`config.mk`:
```
export PLATFORM = sky130hd
export DESIGN_NAME = board_support
export DESIGN_NICKNAME = d
export VERILOG_FILES = /design/src/rtl/board_support.sv
export SDC_FILE = /design/constraint.sdc
export NUM_CORES = 1
export LEC_CHECK = 0
export BUFFER_PORTS_ARGS = -buffer_cell sky130_fd_sc_hd__buf_2
export CAP_MARGIN = 20
export CORE_MARGIN = 8
export CORE_UTILIZATION = 45
export CTS_CLUSTER_SIZE = 40
export DETAILED_ROUTE_END_ITERATION = 7
export HOLD_SLACK_MARGIN = 0.15
export SYNTH_ARGS = -nofsm -noshare
export SYNTH_HDL_FRONTEND = slang
export SYNTH_SLANG_ARGS = --single-unit
```
`constraint.sdc`:
```
create_clock -name clock_in -period 2.35 [get_ports clock_in]
set_input_delay 0.3525 -clock clock_in [delete_from_list [all_inputs] [get_ports clock_in]]
set_output_delay 0.3525 -clock clock_in [all_outputs]
set_load 0.05 [all_outputs]
```
`src/rtl/board_support.sv`:
```
// Board-level conditioning: reset stretcher, clock-enable divider,
// button debouncer with press/release pulses and RGB status LED driver.
//
// Ports:
//   clock_in           - single system clock
//   reset_in           - synchronous active-high reset
//   buttons_in         - raw asynchronous button pins
//   status_mode_in     - 0 idle, 1 busy, 2 fail, 3 done
//   reset_out          - stretched active-high reset for the core
//   div_tick_out       - 1-cycle clock enable every DIV_RATIO cycles
//   button_level_out   - debounced level, 1 = pressed
//   button_press_out   - 1-cycle pulse on accepted press
//   button_release_out - 1-cycle pulse on accepted release
//   led_rgb_out        - registered {red,green,blue} drive
module board_support #(
    parameter int DIV_RATIO         = 3,
    parameter int RESET_CYCLES      = 65536,
    parameter int NUM_BUTTONS       = 1,
    parameter int BUTTON_ACTIVE_LOW = 1,
    parameter int DEBOUNCE_CYCLES   = 16000,
    parameter int BLINK_CYCLES      = 4000000,
    parameter int LED_ACTIVE_LOW    = 1
) (
    input  logic                   clock_in,
    input  logic                   reset_in,
    input  logic [NUM_BUTTONS-1:0] buttons_in,
    input  logic [1:0]             status_mode_in,
    output logic                   reset_out,
    output logic                   div_tick_out,
    output logic [NUM_BUTTONS-1:0] button_level_out,
    output logic [NUM_BUTTONS-1:0] button_press_out,
    output logic [NUM_BUTTONS-1:0] button_release_out,
    output logic [2:0]             led_rgb_out
);

    localparam int RW = $clog2(RESET_CYCLES + 1);
    localparam int DW = $clog2(DIV_RATIO);
    localparam int BW = $clog2(DEBOUNCE_CYCLES);
    localparam int LW = $clog2(BLINK_CYCLES + 1);

    localparam logic [RW-1:0] RST_END  = RW'(RESET_CYCLES);
    localparam logic [DW-1:0] DIV_LAST = DW'(DIV_RATIO - 1);
    localparam logic [BW-1:0] DB_LAST  = BW'(DEBOUNCE_CYCLES - 1);
    localparam logic [LW-1:0] BLK_LAST = LW'(BLINK_CYCLES - 1);

    localparam logic [NUM_BUTTONS-1:0] BTN_POL =
        {NUM_BUTTONS{BUTTON_ACTIVE_LOW != 0}};
    localparam logic [2:0] LED_POL = {3{LED_ACTIVE_LOW != 0}};

    // ---------------- reset stretcher ----------------
    logic [RW-1:0] rst_cnt;

    always_ff @(posedge clock_in) begin
        if (reset_in) begin
            rst_cnt   <= '0;
            reset_out <= 1'b1;
        end else if (reset_out) begin
            if (rst_cnt == RST_END) begin
                reset_out <= 1'b0;
            end else begin
                rst_cnt <= rst_cnt + 1'b1;
            end
        end
    end

    // ---------------- clock-enable divider ----------------
    logic [DW-1:0] div_cnt;

    always_ff @(posedge clock_in) begin
        if (reset_in || reset_out) begin
            div_cnt      <= '0;
            div_tick_out <= 1'b0;
        end else begin
            div_tick_out <= (div_cnt == DIV_LAST);
            div_cnt      <= (div_cnt == DIV_LAST) ? '0 : div_cnt + 1'b1;
        end
    end

    // ---------------- button debouncers ----------------
    // Polarity is normalised before the synchroniser so its reset
    // value reads as "not pressed" regardless of pin polarity.
    logic [NUM_BUTTONS-1:0] sync1;
    logic [NUM_BUTTONS-1:0] sync2;

    always_ff @(posedge clock_in) begin
        if (reset_in) begin
            sync1 <= '0;
            sync2 <= '0;
        end else begin
            sync1 <= buttons_in ^ BTN_POL;
            sync2 <= sync1;
        end
    end

    for (genvar i = 0; i < NUM_BUTTONS; i++) begin : g_btn
        logic [BW-1:0] db_cnt;
        logic          differs;

        assign differs = sync2[i] != button_level_out[i];

        always_ff @(posedge clock_in) begin
            if (reset_in || reset_out) begin
                db_cnt                <= '0;
                button_level_out[i]   <= 1'b0;
                button_press_out[i]   <= 1'b0;
                button_release_out[i] <= 1'b0;
            end else begin
                button_press_out[i]   <= 1'b0;
                button_release_out[i] <= 1'b0;
                if (!differs) begin
                    db_cnt <= '0;
                end else if (db_cnt == DB_LAST) begin
                    db_cnt                <= '0;
                    button_level_out[i]   <= sync2[i];
                    button_press_out[i]   <= sync2[i];
                    button_release_out[i] <= !sync2[i];
                end else begin
                    db_cnt <= db_cnt + 1'b1;
                end
            end
        end
    end

    // ---------------- status LED ----------------
    logic [LW-1:0] blk_cnt;
    logic          blink_on;
    logic [2:0]    led_on;

    always_ff @(posedge clock_in) begin
        if (reset_in) begin
            blk_cnt  <= '0;
            blink_on <= 1'b1;
        end else if (blk_cnt == BLK_LAST) begin
            blk_cnt  <= '0;
            blink_on <= !blink_on;
        end else begin
            blk_cnt <= blk_cnt + 1'b1;
        end
    end

    always_comb begin
        led_on = 3'b000;
        unique case (status_mode_in)
            2'd0: led_on = 3'b000;
            2'd1: led_on = {1'b0, blink_on, 1'b0};
            2'd2: led_on = 3'b100;
            2'd3: led_on = 3'b001;
        endcase
    end

    always_ff @(posedge clock_in) begin
        if (reset_in) begin
            led_rgb_out <= LED_POL;
        end else begin
            led_rgb_out <= led_on ^ LED_POL;
        end
    end

endmodule

```
---- Word level (Yosys, flattened, before mapping) ----
Index checks and enable logic that the tools add are counted.
storage, ports and cells
  output and inout bits ................... 8
  logic and storage cells ................. 43
  flip-flop bits (word level) ............. 66
cells by class
  bitwise gates (word level) .............. 5
  equal/unequal tests ..................... 8
  reduce and logical (&&, ||, !) cells .... 10
  mux-type cells .......................... 3
  add/subtract/negate cells ............... 4
operators with widths
  operator                 count
  $add A22 B1 Y22 const B  1
  $eq A22 B22 Y1 const B   1
  $add A17 B1 Y17 const B  1
  $eq A17 B17 Y1 const B   1
  $add A14 B1 Y14 const B  1
  $eq A14 B14 Y1 const B   1
  $pmux W3 S4              1
  $eq A2 B2 Y1 const B     3
  $reduce_or A3 Y1         2
  $not A1 Y1               4
  $reduce_and A2 Y1        2
  $reduce_or A2 Y1         2
  $not A3 Y3               1
  $add A2 B1 Y2 const B    1
  $eq A2 B1 Y1 const B     1
  $logic_not A1 Y1         2
  $logic_not A2 Y1         1
  $mux W1                  2
  $logic_or A1 B1 Y1       1
  $ne A1 B1 Y1             1

---- Longest topological paths before layout ----
Gate-level depths: netlist of run 1.
  depth after elaboration ................. 3
  mapped depth ............................ 6
  gate-level depth less buffers ........... 6

---- Least setup slack after synthesis of run 1 ----
Ideal clock, no wire load.
  path type ............................... register to register
  start ................................... register reset_out
  end ..................................... register rst_cnt[15]
  stages on the path, launching flop included .. 6
  path buffers ............................ 1
  data arrival time ....................... 1.763 ns
  slack ................................... 0.527 ns
  library setup time ...................... 0.059 ns
  cell sequence ........................... dfxtp_1 > and4_1 > buf_2 > nand3_1 > or4_1 > nand2_1
between the ends
  cells in the longest elaborated chain, start to end .. 1
RTL lines
  what                         RTL line  RTL
  from (decl)                  28        output logic reset_out,
  from (signal assigned)       56        reset_out <= 1'b1;
  from (signal assigned)       59        reset_out <= 1'b0;
  $reduce_and A2 Y1 (no line)  n/a
  to (signal assigned)         61        rst_cnt <= rst_cnt + 1'b1;
  to (decl)                    51        logic [RW-1:0] rst_cnt;
No other way between the ends.
A chain may end at the register's enable or synchronous reset.

---- Worst setup path after layout of run 1 ----
  start ................................... register g_btn[0].db_cnt[0]
  end ..................................... register g_btn[0].db_cnt[11]
between the ends
  cells in the longest elaborated chain, start to end .. 2
  elaborated cells between the ends (all ways) .. 3
  those cells by class .................... add/sub: 1; eq/ne: 1; reduce/logical: 1
RTL lines
  what                                                                     RTL line  RTL
  from (decl)                                                              96        logic [BW-1:0] db_cnt;
  from (signal assigned)                                                   118       db_cnt <= db_cnt + 1'b1;
  parallel branches: the longest is 2 deep, another holds $add A14 B1 Y14  n/a
Several ways; the timed one is not identified.

==> results of run 1 <==
==> metal layers <==
layer,global-route usage,vias to the layer above,part of all wire
li1,-,1128,-
met1,0.159,1025,0.51
met2,0.191,39,0.41
met3,0.0491,6,0.062
met4,0.0615,0,0.017
met5,0,-,0
==> registers in the layout (all words and copies together), names as in the netlist, 2 cells and up <==
signal,cells
rst_cnt,17
g_btn.db_cnt,14
led_rgb_out,3
div_cnt,2
blk_cnt,22
==> cell families after synthesis <==
| group | share of synthesized area |
|---|---|
| xor gates and xnor gates | 0.121 |
| DFF | 0.458 |
| AOI/OAI and AO/OA | 0.0390 |
| adders and majority gates | 0.0217 |
| and+or+nand+nor | 0.317 |
| muxes | 0.0173 |
| buffers and inverters | 0.0264 |
==> what timing repair did <==
action	CTS	global route
endpoints found under the hold margin	1	0
setup endpoints to repair	0	0
hold buffers	1	0
==> per-stage QoR <==
stage,setup WS [ps],total power [mW],cells,utilization
2_1_floorplan,527,1.21,308,-
3_3_place_gp,466,1.22,390,0.480
3_5_place_dp,404,1.22,390,0.480
4_1_cts,404,2.18,407,0.513
5_1_grt,296,2.22,407,0.513
6_report,417,2.14,407,0.513
==> cell type report <==
| class | count | area [sq um] | area share |
|---|---|---|---|
| clock buffers | 14 | 163 | 0.0505 |
| clock inverters | 2 | 35.0 | 0.0109 |
| inverters | 10 | 37.5 | 0.0117 |
| multi-input cells | 224 | 1490 | 0.463 |
| flip-flops and latches | 66 | 1320 | 0.410 |
| well taps | 77 | 96.3 | 0.0299 |
| repair buffers | 14 | 77.6 | 0.0241 |
==> report_power, final <==
part           internal [mW]  switching [mW]  total, mW
logic                 0.0214          0.0364     0.0578
clock network          0.548           0.398      0.946
registers               1.13          0.0102       1.14
total                   1.70           0.444       2.14
==> cells in the final DEF (no fill, tap or decap), drive strengths merged, types with 2 or more instances in the layout <==
cell	instances
xnor2	19
or3	3
a21oi	6
xor2	21
o21ai	5
nor3	7
nor4	15
inv	10
ha	5
and4	7
and3	10
buf	13
a41oi	2
mux2i	5
nor4b	3
nand4	16
and2	2
clkbuf	14
nand2	12
nor2	52
dfxtp	66
or4	3
nand3	20
==> how the worst min path moves through the flow <==
stage,end,slack (ps),cells past startpoint,start
global placement,div_cnt[0],410,1,div_cnt[0]
CTS,led_rgb_out[0],200,2,status_mode_in[1]
global route,led_rgb_out[0],210,2,status_mode_in[1]
detailed placement,div_cnt[0],410,1,div_cnt[0]
floorplan,div_cnt[0],400,1,div_cnt[0]
finish,led_rgb_out[0],220,2,status_mode_in[1]
==> run metrics, run 1 <==
Hold WS 217 ps; count leader, synth dfxtp_1; Final Hold Viols 0; CTS tree yes; Hold/Removal Path Class in -> reg; clk root buf clkbuf_8; post-CTS sizing 0; die width 96.1 microns; Syn. warnings 0; Top delay family on crit path simple AND/OR/NAND/NOR gates; syn_area_per_cell 9.38 sq um; slowest cell delay on critical path 560 ps; Setup Fix Bufs, Post-CTS 0; clock sinks 66; IO Pins 13; number of enable flip-flop cells after synthesis 0; vias 2,198; largest net degree at the start of global routing 30; WP buf/inv 1; max_slew headroom 0.651; Layout area overhead 11.5%; initial antenna violation count 0; most frequent cells after synthesis dfxtp_1, nor2_1, xor2_1; CP endpoint g_btn[0].db_cnt[11]; outcome completed; Seq cells post-synth 66; core area 6280 sq um; Final nets 335; CP Max Fanout 11; clk_lat worst skew 330 ps; Max-Cap Viols 0; post-synthesis cell area 2890 sq um; Setup Total Neg Slack 0 ps; Max Fclk 517 MHz; DIE AREA 9240 sq um; port bufs 12; FFs w/ async S/R, synth 0; H-tree depth 3; R2R Setup Slk 420 ps; vias in the first global route 2,108; register area share after synthesis 0.458; Vias/cell 5.40; Residual DRC 0; Die Y 96.1 microns; Max IR drop VDD 0.434 mV; fin crit share 0.822; Reg2Reg Depth 5; Routed WL 5300 microns; ys flop type dfxtp_1; critical path depth 5; total grt overflow 0; slowest cell on the critical path or4_4; P_leak 1.18 nW; Yosys top cell by area dfxtp_1; dpl hpwl 3740 microns; Synth Net Count 318; Req. time, crit path 2550 ps; n_diodes 0; skew final 7.79 ps; Final setup viols 0; endpoint class of the critical path flip-flop; Total GRT Usage 0.128; CP Class reg -> reg; Initial Utilization 0.460; crit path DAT 2140 ps; top cell type's share of synthesized area 0.458; Worst R2R End g_btn[0].db_cnt[11]; FF-to-FF Start g_btn[0].db_cnt[0]; crit start category flip-flop; Yosys cell types 45; Worst Tran Pin Value 524 ps; Finished Cell Area 3220 sq um; RSZ-0062 raised after global routing no; ranking of synthesized cells by area dfxtp_1, nor2_1, xor2_1; Cell Pwr Density 666 nW/um^2; Antenna Nets Post-Route 0; Reg clk slew, reported paths 70 ps; post-synthesis instance total 308; Num CTS Buffers 9; CP cell instances ha_1, inv_1, or4_4, nand2b_1, nor2_1; Placement Cell Area 3010 sq um; Final min period 1930 ps; first-pass GRT wire length 9230 microns; DR pass1 iterations 4; Rows 29; clk buf depth 2; Final Slew Violations 0; WL/cell 13.0 microns; layout filler cell count 601; DRT iter0 DRCs 86; RD Place Congestion 0.791; crit path from g_btn[0].db_cnt[0]; layout cell share with drive strength beyond 1 0.115
Power figures use the tool's default switching activity.
==> run 2, diff against run 1 <==
Clock period 2.35 ns to 1.7 ns, I/O delays scaled along.
==> run 2 against run 1 <==
Compared with the run above:
- sequential share of layout area decreased by 2.6 points
- final area grew 6.8%
- register-to-register slack worse by 320 ps
- cell count rose by 4.9%
- largest cell class unchanged
==> run metrics, run 2 (same netlist as run 1, synthesis figures left out) <==
dpl hpwl 3850 microns (was 3740 microns); total grt overflow 0 (unchanged); Storage cell area 1320 sq um (about the same); DR pass1 iterations 4 (unchanged); Max IR drop VDD 0.748 mV (was 0.434 mV); Reg clk slew, reported paths 60 ps (was 70 ps); Combinational Power Share 0.033 (was 0.027); commonest cells after routing, fill and taps aside dfxtp_1, nor2_1, xor2_1 (unchanged); Final setup viols 0 (unchanged); sequential power share 0.523 (was 0.532); WL/cell 12.9 microns (was 13.0 microns); Final min period 1610 ps (was 1930 ps); Internal Power 2.39 mW (was 1.70 mW); crit path from blk_cnt[1] (was g_btn[0].db_cnt[0]); biggest regs blk_cnt (22), rst_cnt (17), g_btn.db_cnt (14) (unchanged); initial antenna violation count 0 (unchanged); Vias/cell 5.15 (was 5.40); fin crit share 0.946 (was 0.822); Residual DRC 0 (unchanged); Total GRT Usage 0.129 (was 0.128); most common cell after layout, fill and taps aside dfxtp_1 (unchanged); Routed WL 5530 microns (was 5300 microns); DIE AREA 9240 sq um (unchanged); first-pass GRT wire length 9380 microns (was 9230 microns); crit start category flip-flop (unchanged); clock sinks 66 (unchanged); slowest cell on the critical path a2111oi_2 (was or4_4); Placement Cell Area 3170 sq um (was 3010 sq um); Clock Power Share 0.444 (was 0.441); largest net degree at the start of global routing 28 (was 30); slowest cell delay on critical path 360 ps (was 560 ps); clk_lat worst skew 330 ps (about the same); placed cells 408 (was 390); Req. time, crit path 1920 ps (was 2550 ps); Max-Cap Viols 0 (unchanged); Initial Utilization 0.460 (unchanged); Layout area overhead 19.1% (was 11.5%); vias 2,197 (was 2,198); hold_sp reset_in (was status_mode_in[1]); Hold WS 241 ps (was 217 ps); layout cell share with drive strength beyond 1 0.177 (was 0.115); CP cell instances ha_2, nand4_2, nor4_4, nor2_1, a2111oi_2 (was ha_1, inv_1, or4_4, nand2b_1, nor2_1); P_leak 1.30 nW (was 1.18 nW); vias in the first global route 2,056 (was 2,108); CTS tree yes (unchanged); Final nets 356 (was 335); clk root buf clkbuf_8 (unchanged); core area 6280 sq um (unchanged); CP Class reg -> reg (unchanged); RD Place Congestion 0.779 (was 0.791); Final Hold Viols 0 (unchanged); IO Pins 13 (unchanged); Multi-input gate area 1510 sq um (was 1490 sq um); Antenna Nets Post-Route 0 (unchanged); Final Slew Violations 0 (unchanged); Util after Layout 0.548 (was 0.513); outcome completed (unchanged); Finished Cell Area 3440 sq um (was 3220 sq um); crit path DAT 1830 ps (was 2140 ps); Die Y 96.1 microns (unchanged); max FFs per register 22 (unchanged); final std cells w/o fill 427 (was 407); H-tree depth 3 (unchanged); Pwr Total 3.02 mW (was 2.14 mW); Num CTS Buffers 9 (unchanged); sw frac 0.206 (was 0.207); Max Fclk 622 MHz (was 517 MHz); FF-to-FF Start blk_cnt[1] (was g_btn[0].db_cnt[0]); DRT iter0 DRCs 114 (was 86); Cell Pwr Density 877 nW/um^2 (was 666 nW/um^2); max_slew headroom 0.613 (was 0.651); clk buf depth 2 (unchanged); skew final 6.06 ps (was 7.79 ps); layout filler cell count 571 (was 601); largest register by flop count blk_cnt (unchanged); Rows 29 (unchanged); Hold/Removal Path Class in -> reg (unchanged); die width 96.1 microns (unchanged); CP Max Fanout 4 (was 11); P_sw 0.622 mW (was 0.444 mW); Worst Tran Pin Value 575 ps (was 524 ps); Setup Fix Bufs, Post-CTS 0 (unchanged); n_diodes 0 (unchanged); port bufs 12 (unchanged); endpoint class of the critical path flip-flop (unchanged)
run 2: power by group through the flow:
stage          Sequential [mW]  Combinational, mW  Clock, mW
3_5_place_dp              1.61             0.0911          0
6_report                  1.58             0.0999       1.34
2_1_floorplan             1.62             0.0501          0
3_3_place_gp              1.61             0.0906          0
4_1_cts                   1.58             0.0984       1.38
5_1_grt                   1.58              0.114       1.45
run 2: path summary, 6_finish.rpt:
kind | to | slack [ps] | depth (start not counted)
worst max-delay path | blk_cnt[16] | 90 | 5
worst min-delay path | rst_cnt[15] | 240 | 3
worst max register to register | blk_cnt[16] | 90 | 5
worst min register to register | div_cnt[0] | 420 | 1
run 2: final cells by class:
cell class / instances / share of cell area
clock buffer: 13 / 0.0491
clock inverter: 2 / 0.0102
inverter: 10 / 0.0109
multi-input combinational: 224 / 0.439
sequential: 66 / 0.385
tap: 77 / 0.0280
timing repair buffer: 35 / 0.0778
run 2: per-layer routing:
metal,routed length (microns),track usage,up-vias
met5,0,0,-
li1,-,-,1169
met3,202,0.0328,7
met2,2330,0.191,18
met4,91,0.0653,0
met1,2910,0.170,1003
run 2: timing repair:
action,CTS,global route
hold endpoints to repair,4,0
hold buffers,4,0
setup endpoints to repair,0,6
gates resized for setup,0,4
run 2: per-stage QoR:
stage	TNS (ps)	setup WS [ps]
2_1_floorplan	0	66.9
3_3_place_gp	0	13.0
3_5_place_dp	0	24.7
4_1_cts	0	4.93
5_1_grt	-52.6	-52.6
6_report	0	92.5
run 2: worst max-delay path, delay by kind of cell (launching register included):
family / cells / cell delay (ps)
AOI/OAI and AO/OA: 1 / 360
and+or+nand+nor: 3 / 570
adders and majority gates: 1 / 220
DFF: 1 / 350
==> run 3, diff against run 2 <==
--- a/config.mk
+++ b/config.mk
@@ -9,5 +9,5 @@
 export CAP_MARGIN = 20
 export CORE_MARGIN = 8
-export CORE_UTILIZATION = 45
+export CORE_UTILIZATION = 25
 export CTS_CLUSTER_SIZE = 40
 export DETAILED_ROUTE_END_ITERATION = 7
==> constraint.sdc (replaced) <==
create_clock -name clock_in -period 1.7 [get_ports clock_in]
set_input_delay 0.34 -clock clock_in [delete_from_list [all_inputs] [get_ports clock_in]]
set_output_delay 0.34 -clock clock_in [all_outputs]
set_load 0.05 [all_outputs]
==> run 3 against run 2 <==
Compared with the run above:
- critical path depth is 1 higher
- highest routed layer unchanged
- power is 15% higher
- non-clock buffer count is 4 lower
- combinational power is 5.1% lower
- largest cell class unchanged
==> run metrics, run 3 (same netlist as run 1, synthesis figures left out) <==
outcome completed (unchanged); CP Class reg -> reg (unchanged); sequential power share 0.454 (was 0.523); RD Place Congestion 0.817 (was 0.779); Max-Cap Viols 0 (unchanged); largest net degree at the start of global routing 22 (was 28); R2R Setup Slk 90 ps (about the same); skew final 10.1 ps (was 6.06 ps); port bufs 12 (unchanged); vias 2,248 (was 2,197); Setup Fix Bufs, Post-CTS 0 (unchanged); clk buf depth 2 (unchanged); Final Slew Violations 0 (unchanged); initial antenna violation count 0 (unchanged); Final setup viols 0 (unchanged); largest register by flop count blk_cnt (unchanged); Cell Pwr Density 979 nW/um^2 (was 877 nW/um^2); sw frac 0.214 (was 0.206); Antenna Nets Post-Route 0 (unchanged); FF-to-FF Start rst_cnt[0] (was blk_cnt[1]); Internal Power 2.73 mW (was 2.39 mW); biggest regs blk_cnt (22), rst_cnt (17), g_btn.db_cnt (14) (unchanged); clk_lat worst skew 330 ps (about the same); layout cell share with drive strength beyond 1 0.184 (was 0.177); first-pass GRT wire length 9880 microns (was 9380 microns); Hold EP sync1 (was rst_cnt[15]); Reg2Reg Depth 6 (was 5); Final nets 352 (was 356); Worst R2R End rst_cnt[1] (was blk_cnt[16]); P_leak 1.32 nW (was 1.30 nW); crit path DAT 1820 ps (was 1830 ps); H-tree depth 3 (unchanged); Pwr Total 3.48 mW (was 3.02 mW); Place WS 42.1 ps (was 24.7 ps); Setup Total Neg Slack 0 ps (unchanged); Residual DRC 0 (unchanged); Max Fclk 621 MHz (was 622 MHz); Hold WS 177 ps (was 241 ps); IO Pins 13 (unchanged); Worst Hold Depth 2 (was 3); Routed WL 5660 microns (was 5530 microns); DR pass1 iterations 4 (unchanged); Reg clk slew, reported paths 50 ps (was 60 ps); Vias/cell 4.59 (was 5.15); clock sinks 66 (unchanged); Clock Power Share 0.519 (was 0.444); WL/cell 11.5 microns (was 12.9 microns); CTS Hold Bufs 0 (was 4); max FFs per register 22 (unchanged); Combinational Power Share 0.027 (was 0.033); n_diodes 0 (unchanged); most common cell after layout, fill and taps aside dfxtp_1 (unchanged); Max IR drop VDD 0.555 mV (was 0.748 mV); RSZ-0062 raised after global routing no; clk root buf clkbuf_16 (was clkbuf_8); DIE AREA 15,200 sq um (was 9240 sq um); Worst Tran Pin Value 409 ps (was 575 ps); Final min period 1610 ps (about the same); CP Max Fanout 4 (unchanged); commonest cells after routing, fill and taps aside dfxtp_1, nor2_1, xor2_1 (unchanged); Final Hold Viols 0 (unchanged); Num CTS Buffers 9 (unchanged); Total GRT Usage 0.0798 (was 0.129); fin crit share 0.947 (was 0.946); Die Y 123 microns (was 96.1 microns); Req. time, crit path 1910 ps (was 1920 ps); endpoint class of the critical path flip-flop (unchanged); crit start category flip-flop (unchanged); P_sw 0.744 mW (was 0.622 mW); vias in the first global route 2,207 (was 2,056); die width 123 microns (was 96.1 microns); Initial Utilization 0.254 (was 0.460); CTS tree yes (unchanged); Worst Setup Slack, final 90.6 ps (was 92.5 ps); dpl hpwl 4060 microns (was 3850 microns); Layout area overhead 23.0% (was 19.1%); DRT iter0 DRCs 157 (was 114); Rows 39 (was 29); max_slew headroom 0.724 (was 0.613); Hold/Removal Path Class in -> reg (unchanged); hold_sp buttons_in (was reset_in); core area 11,400 sq um (was 6280 sq um); total grt overflow 0 (unchanged)
-- run 3: area by class of cell --
class                   count  area, sq um
inverters                  10         37.5
clock inverters             7         70.1
repair buffers             31          215
multi-input cells         224         1500
fillers                  1189         7820
clock buffers               9          225
well taps                 143          179
flip-flops and latches     66         1320
-- run 3: metal layers --
metal | vias up | wire length (microns) | GRT usage
met3 | 10 | 173 | 0.0132
met1 | 1051 | 2750 | 0.0985
met2 | 23 | 2610 | 0.129
met4 | 0 | 122 | 0.0451
met5 | - | 0 | 0
li1 | 1164 | - | -
-- run 3: per-stage QoR --
stage / std cells / util / instance area (sq um)
6_report: 490 / 0.312 / 3550
5_1_grt: 490 / 0.312 / 3550
4_1_cts: 490 / 0.311 / 3540
3_5_place_dp: 474 / 0.285 / 3240
3_3_place_gp: 474 / 0.285 / 3240
2_1_floorplan: 308 / - / 2890
-- run 3: power by group through the flow --
| stage | Sequential (mW) | Clock (mW) | Combinational, mW |
|---|---|---|---|
| after floorplan | 1.62 | 0 | 0.0501 |
| after global placement | 1.61 | 0 | 0.0912 |
| after detailed placement | 1.61 | 0 | 0.0940 |
| after CTS | 1.58 | 1.84 | 0.0944 |
| after global routing | 1.58 | 1.92 | 0.106 |
| final | 1.58 | 1.80 | 0.0948 |
-- run 3: worst max path at each step --
stage                                  start                  to  slack [ps]
after floorplan           g_btn[0].db_cnt[0]  g_btn[0].db_cnt[5]          70
after global placement            blk_cnt[1]         blk_cnt[16]         110
after detailed placement          blk_cnt[1]         blk_cnt[20]          40
after CTS                         blk_cnt[1]         blk_cnt[20]          30
after global routing              rst_cnt[0]          rst_cnt[1]           1
final                             rst_cnt[0]          rst_cnt[1]          90
-- run 3: what timing repair did --
| action | in CTS | in global routing |
|---|---|---|
| endpoints found under the setup margin | 0 | 19 |
| endpoints found under the hold margin | 0 | 0 |
| gates resized for setup | 0 | 4 |
-- run 3: worst max-delay path, stage by stage (launching register included) --
cell,delay (ps)
dfxtp_1,380
inv_1,60
ha_1,210
nor4b_2,170
a41oi_1,400
mux2i_1,230
nor2_1,50
